--- src/rtl/elevator_pkg.sv ---
// Shared elevator constants: floor count, debounce depth and direction codes.
package elevator_pkg;

    localparam int NUM_FLOORS = 8;
    localparam int DEB_TICKS  = 3;

    typedef enum logic [1:0] {
        DIR_NONE = 2'b00,
        DIR_UP   = 2'b01,
        DIR_DOWN = 2'b10,
        DIR_BOTH = 2'b11
    } dir_e;

    // True when the served direction releases the hall up call.
    function automatic logic serves_up(input logic [1:0] dir);
        return (dir & DIR_UP) != 2'b00;
    endfunction

    // True when the served direction releases the hall down call.
    function automatic logic serves_down(input logic [1:0] dir);
        return (dir & DIR_DOWN) != 2'b00;
    endfunction

endpackage

--- src/rtl/button_debouncer.sv ---
// One raw button: 2-flop synchronizer, tick-sampled debouncer, rising-edge press pulse.
module button_debouncer #(
    parameter int DEB_TICKS = elevator_pkg::DEB_TICKS
) (
    input  logic clk,
    input  logic rst,
    input  logic tick,
    input  logic i_btn,
    output logic o_press
);

    localparam int CW = (DEB_TICKS > 1) ? $clog2(DEB_TICKS) : 1;

    logic          r_sync1;
    logic          r_sync2;
    logic          r_level;
    logic [CW-1:0] r_cnt;

    logic w_diff;
    logic w_done;

    // A sample disagreeing with the level on the last needed tick flips the level.
    assign w_diff  = r_sync2 ^ r_level;
    assign w_done  = tick & w_diff & (r_cnt == CW'(DEB_TICKS - 1));
    // Press is the cycle in which the debounced level is about to rise.
    assign o_press = w_done & r_sync2;

    // Bring the asynchronous button into the clk domain.
    always_ff @(posedge clk or posedge rst) begin
        if (rst) begin
            r_sync1 <= 1'b0;
            r_sync2 <= 1'b0;
        end else begin
            r_sync1 <= i_btn;
            r_sync2 <= r_sync1;
        end
    end

    // Count consecutive disagreeing tick samples; any agreeing sample restarts the run.
    always_ff @(posedge clk or posedge rst) begin
        if (rst) begin
            r_level <= 1'b0;
            r_cnt   <= '0;
        end else if (tick) begin
            if (!w_diff) begin
                r_cnt <= '0;
            end else if (w_done) begin
                r_level <= r_sync2;
                r_cnt   <= '0;
            end else begin
                r_cnt <= r_cnt + 1'b1;
            end
        end
    end

endmodule

--- src/rtl/call_register.sv ---
// Elevator call register: debounces all buttons, latches hall/car calls, reports call position.
module call_register #(
    parameter int DEB_TICKS  = elevator_pkg::DEB_TICKS,
    parameter int NUM_FLOORS = elevator_pkg::NUM_FLOORS
) (
    input  logic                          clk,
    input  logic                          rst,
    input  logic                          tick,
    input  logic                          en,
    input  logic [NUM_FLOORS-1:0]         hall_up_btn,
    input  logic [NUM_FLOORS-1:0]         hall_down_btn,
    input  logic [NUM_FLOORS-1:0]         car_btn,
    input  logic [$clog2(NUM_FLOORS)-1:0] floor,
    input  logic                          serve_valid,
    input  logic [$clog2(NUM_FLOORS)-1:0] serve_floor,
    input  logic [1:0]                    serve_dir,
    output logic [NUM_FLOORS-1:0]         up,
    output logic [NUM_FLOORS-1:0]         down,
    output logic [NUM_FLOORS-1:0]         floor_btn,
    output logic                          req_above,
    output logic                          req_below,
    output logic                          req_here
);

    import elevator_pkg::*;

    // No up call exists at the top floor, no down call at the bottom floor.
    localparam logic [NUM_FLOORS-1:0] UP_MASK = {1'b0, {(NUM_FLOORS-1){1'b1}}};
    localparam logic [NUM_FLOORS-1:0] DN_MASK = {{(NUM_FLOORS-1){1'b1}}, 1'b0};

    logic [NUM_FLOORS-1:0] r_up;
    logic [NUM_FLOORS-1:0] r_down;
    logic [NUM_FLOORS-1:0] r_car;

    logic [NUM_FLOORS-1:0] w_press_up;
    logic [NUM_FLOORS-1:0] w_press_dn;
    logic [NUM_FLOORS-1:0] w_press_car;
    logic [NUM_FLOORS-1:0] w_serve_sel;
    logic [NUM_FLOORS-1:0] w_clr_up;
    logic [NUM_FLOORS-1:0] w_clr_dn;
    logic [NUM_FLOORS-1:0] w_clr_car;
    logic [NUM_FLOORS-1:0] w_any;
    logic                  w_above;
    logic                  w_below;
    logic                  w_here;

    genvar gi;
    generate
        for (gi = 0; gi < NUM_FLOORS; gi++) begin : g_btn
            button_debouncer #(.DEB_TICKS(DEB_TICKS)) u_up (
                .clk(clk), .rst(rst), .tick(tick),
                .i_btn(hall_up_btn[gi]), .o_press(w_press_up[gi])
            );
            button_debouncer #(.DEB_TICKS(DEB_TICKS)) u_dn (
                .clk(clk), .rst(rst), .tick(tick),
                .i_btn(hall_down_btn[gi]), .o_press(w_press_dn[gi])
            );
            button_debouncer #(.DEB_TICKS(DEB_TICKS)) u_car (
                .clk(clk), .rst(rst), .tick(tick),
                .i_btn(car_btn[gi]), .o_press(w_press_car[gi])
            );
        end
    endgenerate

    // Clears for the floor being served; a car call always goes, hall calls per direction.
    assign w_serve_sel = serve_valid ? (NUM_FLOORS'(1) << serve_floor) : '0;
    assign w_clr_car   = w_serve_sel;
    assign w_clr_up    = serves_up(serve_dir)   ? w_serve_sel : '0;
    assign w_clr_dn    = serves_down(serve_dir) ? w_serve_sel : '0;

    // Latch calls: sets accumulate, clears beat sets, disable empties everything.
    always_ff @(posedge clk or posedge rst) begin
        if (rst) begin
            r_up   <= '0;
            r_down <= '0;
            r_car  <= '0;
        end else if (!en) begin
            r_up   <= '0;
            r_down <= '0;
            r_car  <= '0;
        end else begin
            r_up   <= (r_up   | w_press_up)  & ~w_clr_up  & UP_MASK;
            r_down <= (r_down | w_press_dn)  & ~w_clr_dn  & DN_MASK;
            r_car  <= (r_car  | w_press_car) & ~w_clr_car;
        end
    end

    assign w_any = r_up | r_down | r_car;

    // Locate pending calls relative to the car's current floor.
    always_comb begin
        w_above = 1'b0;
        w_below = 1'b0;
        w_here  = 1'b0;
        for (int i = 0; i < NUM_FLOORS; i++) begin
            if (w_any[i]) begin
                if (i > int'(floor))  w_above = 1'b1;
                if (i < int'(floor))  w_below = 1'b1;
                if (i == int'(floor)) w_here  = 1'b1;
            end
        end
    end

    assign up        = r_up;
    assign down      = r_down;
    assign floor_btn = r_car;
    assign req_above = w_above;
    assign req_below = w_below;
    assign req_here  = w_here;

endmodule

--- config.mk ---
export PLATFORM = sky130hd
export DESIGN_NAME = call_register
export DESIGN_NICKNAME = d
export VERILOG_FILES = /design/src/rtl/elevator_pkg.sv /design/src/rtl/button_debouncer.sv /design/src/rtl/call_register.sv
export SDC_FILE = /design/constraint.sdc
export NUM_CORES = 1
export LEC_CHECK = 0
export ABC_CLOCK_PERIOD_IN_PS = 4100
export CAP_MARGIN = 10
export CORE_UTILIZATION = 45
export CTS_BUF_LIST = sky130_fd_sc_hd__clkbuf_8
export DETAILED_ROUTE_END_ITERATION = 12
export PLACE_DENSITY = 0.69
export SYNTH_ARGS = -nofsm -noshare
export SYNTH_HDL_FRONTEND = slang
export SYNTH_SLANG_ARGS = --single-unit
--- constraint.sdc ---
create_clock -name clk -period 4.1 [get_ports clk]
set_input_delay 0.615 -clock clk [delete_from_list [all_inputs] [get_ports clk]]
set_output_delay 0.615 -clock clk [all_outputs]
set_load 0.03 [all_outputs]
### Word-level counts from Yosys, hierarchy flattened

Index checks and enable logic that the tools add are counted.
W data, S select, Z words.

* add/sub/neg operators: 23
* magnitude comparators: 14
* equal/unequal tests: 30
* shifts and indexed selects: 1
* multiplexer cells: 96
* bitwise operators: 103
* reduce and logical (&&, ||, !) cells: 24

Operator list (count)
* $mux W2: 46
* $and A1 B1 Y1: 69
* $reduce_and A3 Y1: 23
* $add A2 B1 Y2 const B: 23
* $eq A2 B2 Y1 const B: 23
* $mux W1: 44
* $mux W8: 4
* $or A8 B8 Y8: 3
* $xor A1 B1 Y1: 23
* $and A8 B8 Y8: 2
* $not A8 Y8: 2
* $mux W7: 2
* $eq A3 B3 Y1 const A: 4
* $gt A3 B3 Y1 const A: 4
* $lt A3 B3 Y1 const A: 3
* $or A7 B8 Y8: 1
* $shl A1 B3 Y8 const A: 1
* $and A7 B7 Y7: 1
* $not A7 Y7: 1
* $or A7 B7 Y7: 1
* $eq A2 B3 Y1 const A: 2
* $gt A2 B3 Y1 const A: 2
* $lt A1 B3 Y1 const A: 2
* $lt A2 B3 Y1 const A: 2
* other kinds (3): 3

* register bits after elaboration: 138
* output and inout port bits: 27
* word-level logic and storage cells: 386

### Longest topological paths before layout

* depth after elaboration: 17
* mapped depth: 6

### Hierarchy

A second synthesis with hierarchy kept.

* cells, all modules: 474
* area total of the unflattened synthesis: 5509.0 um2

By module, submodules not included
* button_debouncer: instances 22, cells each 16, area an instance 200.2 um2, sequential area each 125.1 um2
* call_register: instances 1, cells each 122, area an instance 1104.8 um2, sequential area each 550.5 um2

### Least setup slack after synthesis

No wires, ideal clock.

* kind: input to output
* start point: input floor[2]
* end point: output req_here
* arrival: 1821 ps
* data required time: 3485 ps
* setup slack: 1664 ps
* cell stages on the path: 3
* path buffers: 1
* path through: buf_2 > mux4_2 > mux2i_1

* longest elaborated chain between the ends: 17
* elaborated cells between the ends (all ways): 24

RTL lines
* from (decl): line call_register.sv:13 `input logic [$clog2(NUM_FLOORS)-1:0] floor,`
* $logic_not A3 Y1: line call_register.sv:99 `if (i == int'(floor)) w_here = 1'b1;`
* $mux W1: line call_register.sv:99
* $mux W1: line call_register.sv:96 `if (w_any[i]) begin`
* $mux W1: line call_register.sv:99
* $mux W1: line call_register.sv:96
* $mux W1: line call_register.sv:99
* $mux W1: line call_register.sv:96
* $mux W1: line call_register.sv:99
* $mux W1: line call_register.sv:96
* $mux W1: line call_register.sv:99
* $mux W1: line call_register.sv:96
* $mux W1: line call_register.sv:99
* $mux W1: line call_register.sv:96
* $mux W1: line call_register.sv:99
* $mux W1: line call_register.sv:96
* $mux W1: line call_register.sv:99
* $mux W1 (*): line call_register.sv:96
* to (decl): line call_register.sv:22 `output logic req_here`

Every way passes the cells marked *; elsewhere a longest branch is shown, timed or not.

### Worst setup path after layout

Ends and elaborated chain as after synthesis.

==> results.py <==
metrics = {
    "cells_and_area": {
        "drive_gt1_frac": 0.142,
        "finalNetCount": 582,
        "area_delta_synth_final_pct": 19.7,
        "final_common_cell": "dfrtp_1",
        "nFillCells": 1011,
        "antenna_cells": 0,
        "fin_cells": 703,
        "layout_common_cells": "132 x dfrtp_1, 58 x clkdlybuf4s50_1, 47 x nor2_1",
        "post-route-util": 0.551,
        "final_area_um2": 6600,
    },
    "setup_path": {
        "r2r_start": "g_btn[4].u_dn.r_cnt[0]",
        "startpoint_type": "input pin",
        "worstReg2RegEnd": "down[4]",
        "r2r_slack_ns": 2.92,
        "max_stage_delay_ns": 0.72,
        "worstPathRequired_ns": 3.48,
        "critPathBufInv": 2,
        "path_cells": "clkdlybuf4s50_1 -> mux4_2 -> mux2i_1 -> clkdlybuf4s50_1",
        "cp.arrival_ns": 2.81,
        "crit_family": "buffers and inverters",
        "cp_num_cells": 4,
        "critPathMaxFanout": 10,
        "setup.worst_path.end": "req_here",
        "critical_path.most_common_cell": "clkdlybuf4s50_1",
        "crit_start": "floor[2]",
        "worstSetupPathType": "in -> out",
        "r2r_cells": 4,
        "cpMaxStageDelayCell": "clkdlybuf4s50_1",
        "critPathCaptureType": "primary output",
    },
    "timing": {
        "final.setup.tns_ns": 0,
        "drv_slew": 0,
        "post-route-period-util": 0.835,
        "setup_violations": 0,
        "worst_pin_slew_ns": 0.724,
        "rsz0062_at_grt": "no",
        "fin_crit_ns": 3.42,
        "finalClockSkew_ns": 0.0109,
        "fmax_mhz": 292,
        "hold_viol": 0,
        "relSlewSlack": 0.517,
    },
    "synthesis": {
        "synth-edff-count": 0,
        "synth_seq_area_share": 0.600,
        "ys_ff_latch": 132,
        "synth_warnings": 0,
        "synth_cells": 479,
        "ys_types": 39,
        "synth_ff_type": "dfrtp_1",
        "async_reset_ff_frac": 1.00,
        "synth_area_per_cell_um2": 11.5,
        "syn-cell-area_um2": 5510,
    },
    "grt": {
        "antenna_found_initial": 0,
        "grt_start_max_net_pins": 132,
        "grt_pass1_wl_mm": 17.5,
        "grt_overflow": 0,
        "grt_util_all_layers": 0.186,
        "grt_pass1_vias": 3678,
    },
    "min_path": {
        "hp-class": "reg -> reg",
    },
    "pwr": {
        "power_density_nw_per_um2": 594,
        "ir_drop_v": 0.000365,
        "p_leak_nw": 2.87,
        "fin_total_pwr_mw": 3.92,
    },
    "clocking": {
        "cts_sinks": 132,
        "cts.clk_slew.worst_paths_ns": 0.06,
        "cts_max_level": 4,
        "post-cts-setup-buffer-count": 0,
        "cts_buffers": 17,
        "ctsResizeCount": 0,
        "cts_root_buf": "clkbuf_8",
        "cts_buffer_depth": 2,
        "clock_latency_ns": 0.45,
        "cts_tree": "built",
        "cts_hold_buf": 0,
    },
    "floorplan": {
        "core-area_um2": 12000,
        "io_pins": 64,
        "design.die.area_um2": 12700,
        "die_w_um": 113,
        "start_util": 0.460,
        "die_h_um": 113,
        "rows": 40,
    },
    "placement": {
        "numPlacedInstances": 673,
        "dpl.hpwl_mm": 7.21,
        "dpl-instance-area_um2": 6210,
        "port_buffers": 59,
        "gp_congestion": 0.761,
    },
    "run": {
        "drv_cap": 0,
    },
    "status": {
        "status": "finished clean",
    },
    "routing": {
        "routedWlPerCell_um": 15.0,
        "drt_iter0_markers": 282,
        "vias": 3744,
        "viasPerCell": 5.33,
        "ant_nets": 0,
        "drtPass1Iterations": 4,
        "drc": 0,
        "wl_mm": 10.5,
    },
}
## flip-flops by register name, summed over array words and instances, names as in the netlist, 8 cells and up
register	cells
g_btn.u_car.r_sync2	8
g_btn.u_car.r_cnt	16
g_btn.u_dn.r_cnt	14
g_btn.u_up.r_cnt	14
g_btn.u_car.r_level	8
g_btn.u_car.r_sync1	8
floor_btn	8
## area by class of cell
cell class	count	area (um^2)	area share
clock buffers	20	275	0.0417
clock inverters	10	110	0.0167
inverters	38	146	0.0222
multi-input cells	294	1960	0.297
flip-flops and latches	132	3300	0.501
well taps	147	184	0.0279
repair buffers	62	621	0.0941
## worst register-to-register path, delay by kind of cell, from the launching register on
| family | cells | cell delay, ns |
|---|---|---|
| compound gates | 1 | 0.20 |
| flops | 1 | 0.41 |
| simple gates | 3 | 0.48 |
## worst min path at each step
stage / from / end / slack [ns] / cells after the start
2_1_floorplan: g_btn[0].u_car.r_sync1 / g_btn[0].u_car.r_sync2 / 0.33 / 0
3_3_place_gp: g_btn[6].u_car.r_sync1 / g_btn[6].u_car.r_sync2 / 0.33 / 0
3_5_place_dp: g_btn[0].u_car.r_sync1 / g_btn[0].u_car.r_sync2 / 0.33 / 0
4_1_cts: rst / g_btn[4].u_dn.r_sync1 / 0.35 / 2
5_1_grt: g_btn[1].u_up.r_sync1 / g_btn[1].u_up.r_sync2 / 0.36 / 0
6_report: g_btn[1].u_dn.r_sync1 / g_btn[1].u_dn.r_sync2 / 0.35 / 0
## where the power goes
group          internal, mW  switching (mW)  leakage (nW)
logic                 0.496           0.447          1.01
registers              1.62           0.300          1.66
clock network         0.576           0.478         0.199
## through the flow
stage                     worst slack (ns)  hold WS, ns
after floorplan                       1.66        0.331
after global placement               0.758        0.333
after detailed placement             0.701        0.335
after CTS                            0.695        0.349
after global routing                 0.635        0.356
final                                0.675        0.349
## cell usage after synthesis (4+ instances only)
master,instances,area share
o21ai_0,36,0.033
inv_1,38,0.026
clkbuf_1,5,0.0034
xnor2_1,21,0.033
nor2_1,47,0.032
a41oi_1,4,0.0064
nor2b_1,7,0.0080
nor3_1,33,0.030
nor3b_2,6,0.014
mux2_2,31,0.063
a211oi_1,14,0.019
dfrtp_1,132,0.60
nand3_1,24,0.022
nand2_1,27,0.018
buf_2,6,0.0055
a31oi_1,9,0.010
nand3b_4,6,0.022
## layer usage
layer | vias to the layer above | part of all wire | GRT usage
met4 | 0 | 0.023 | 0.0880
met2 | 98 | 0.48 | 0.292
met3 | 23 | 0.059 | 0.0745
li1 | 1771 | - | -
met1 | 1852 | 0.43 | 0.223
met5 | - | 0 | 0
## cells by family after synthesis
| logic type | Yosys count | synth area share |
|---|---|---|
| AND/OR/NAND/NOR | 161 | 0.160 |
| AO/OA/AOI/OAI | 74 | 0.0838 |
| XOR/XNOR | 22 | 0.0350 |
| multiplexers | 35 | 0.0752 |
| other | 1 | 0.000681 |
| flip-flops | 132 | 0.600 |
| buffers and inverters | 54 | 0.0459 |
No activity file was read; power rests on OpenSTA's default activity.
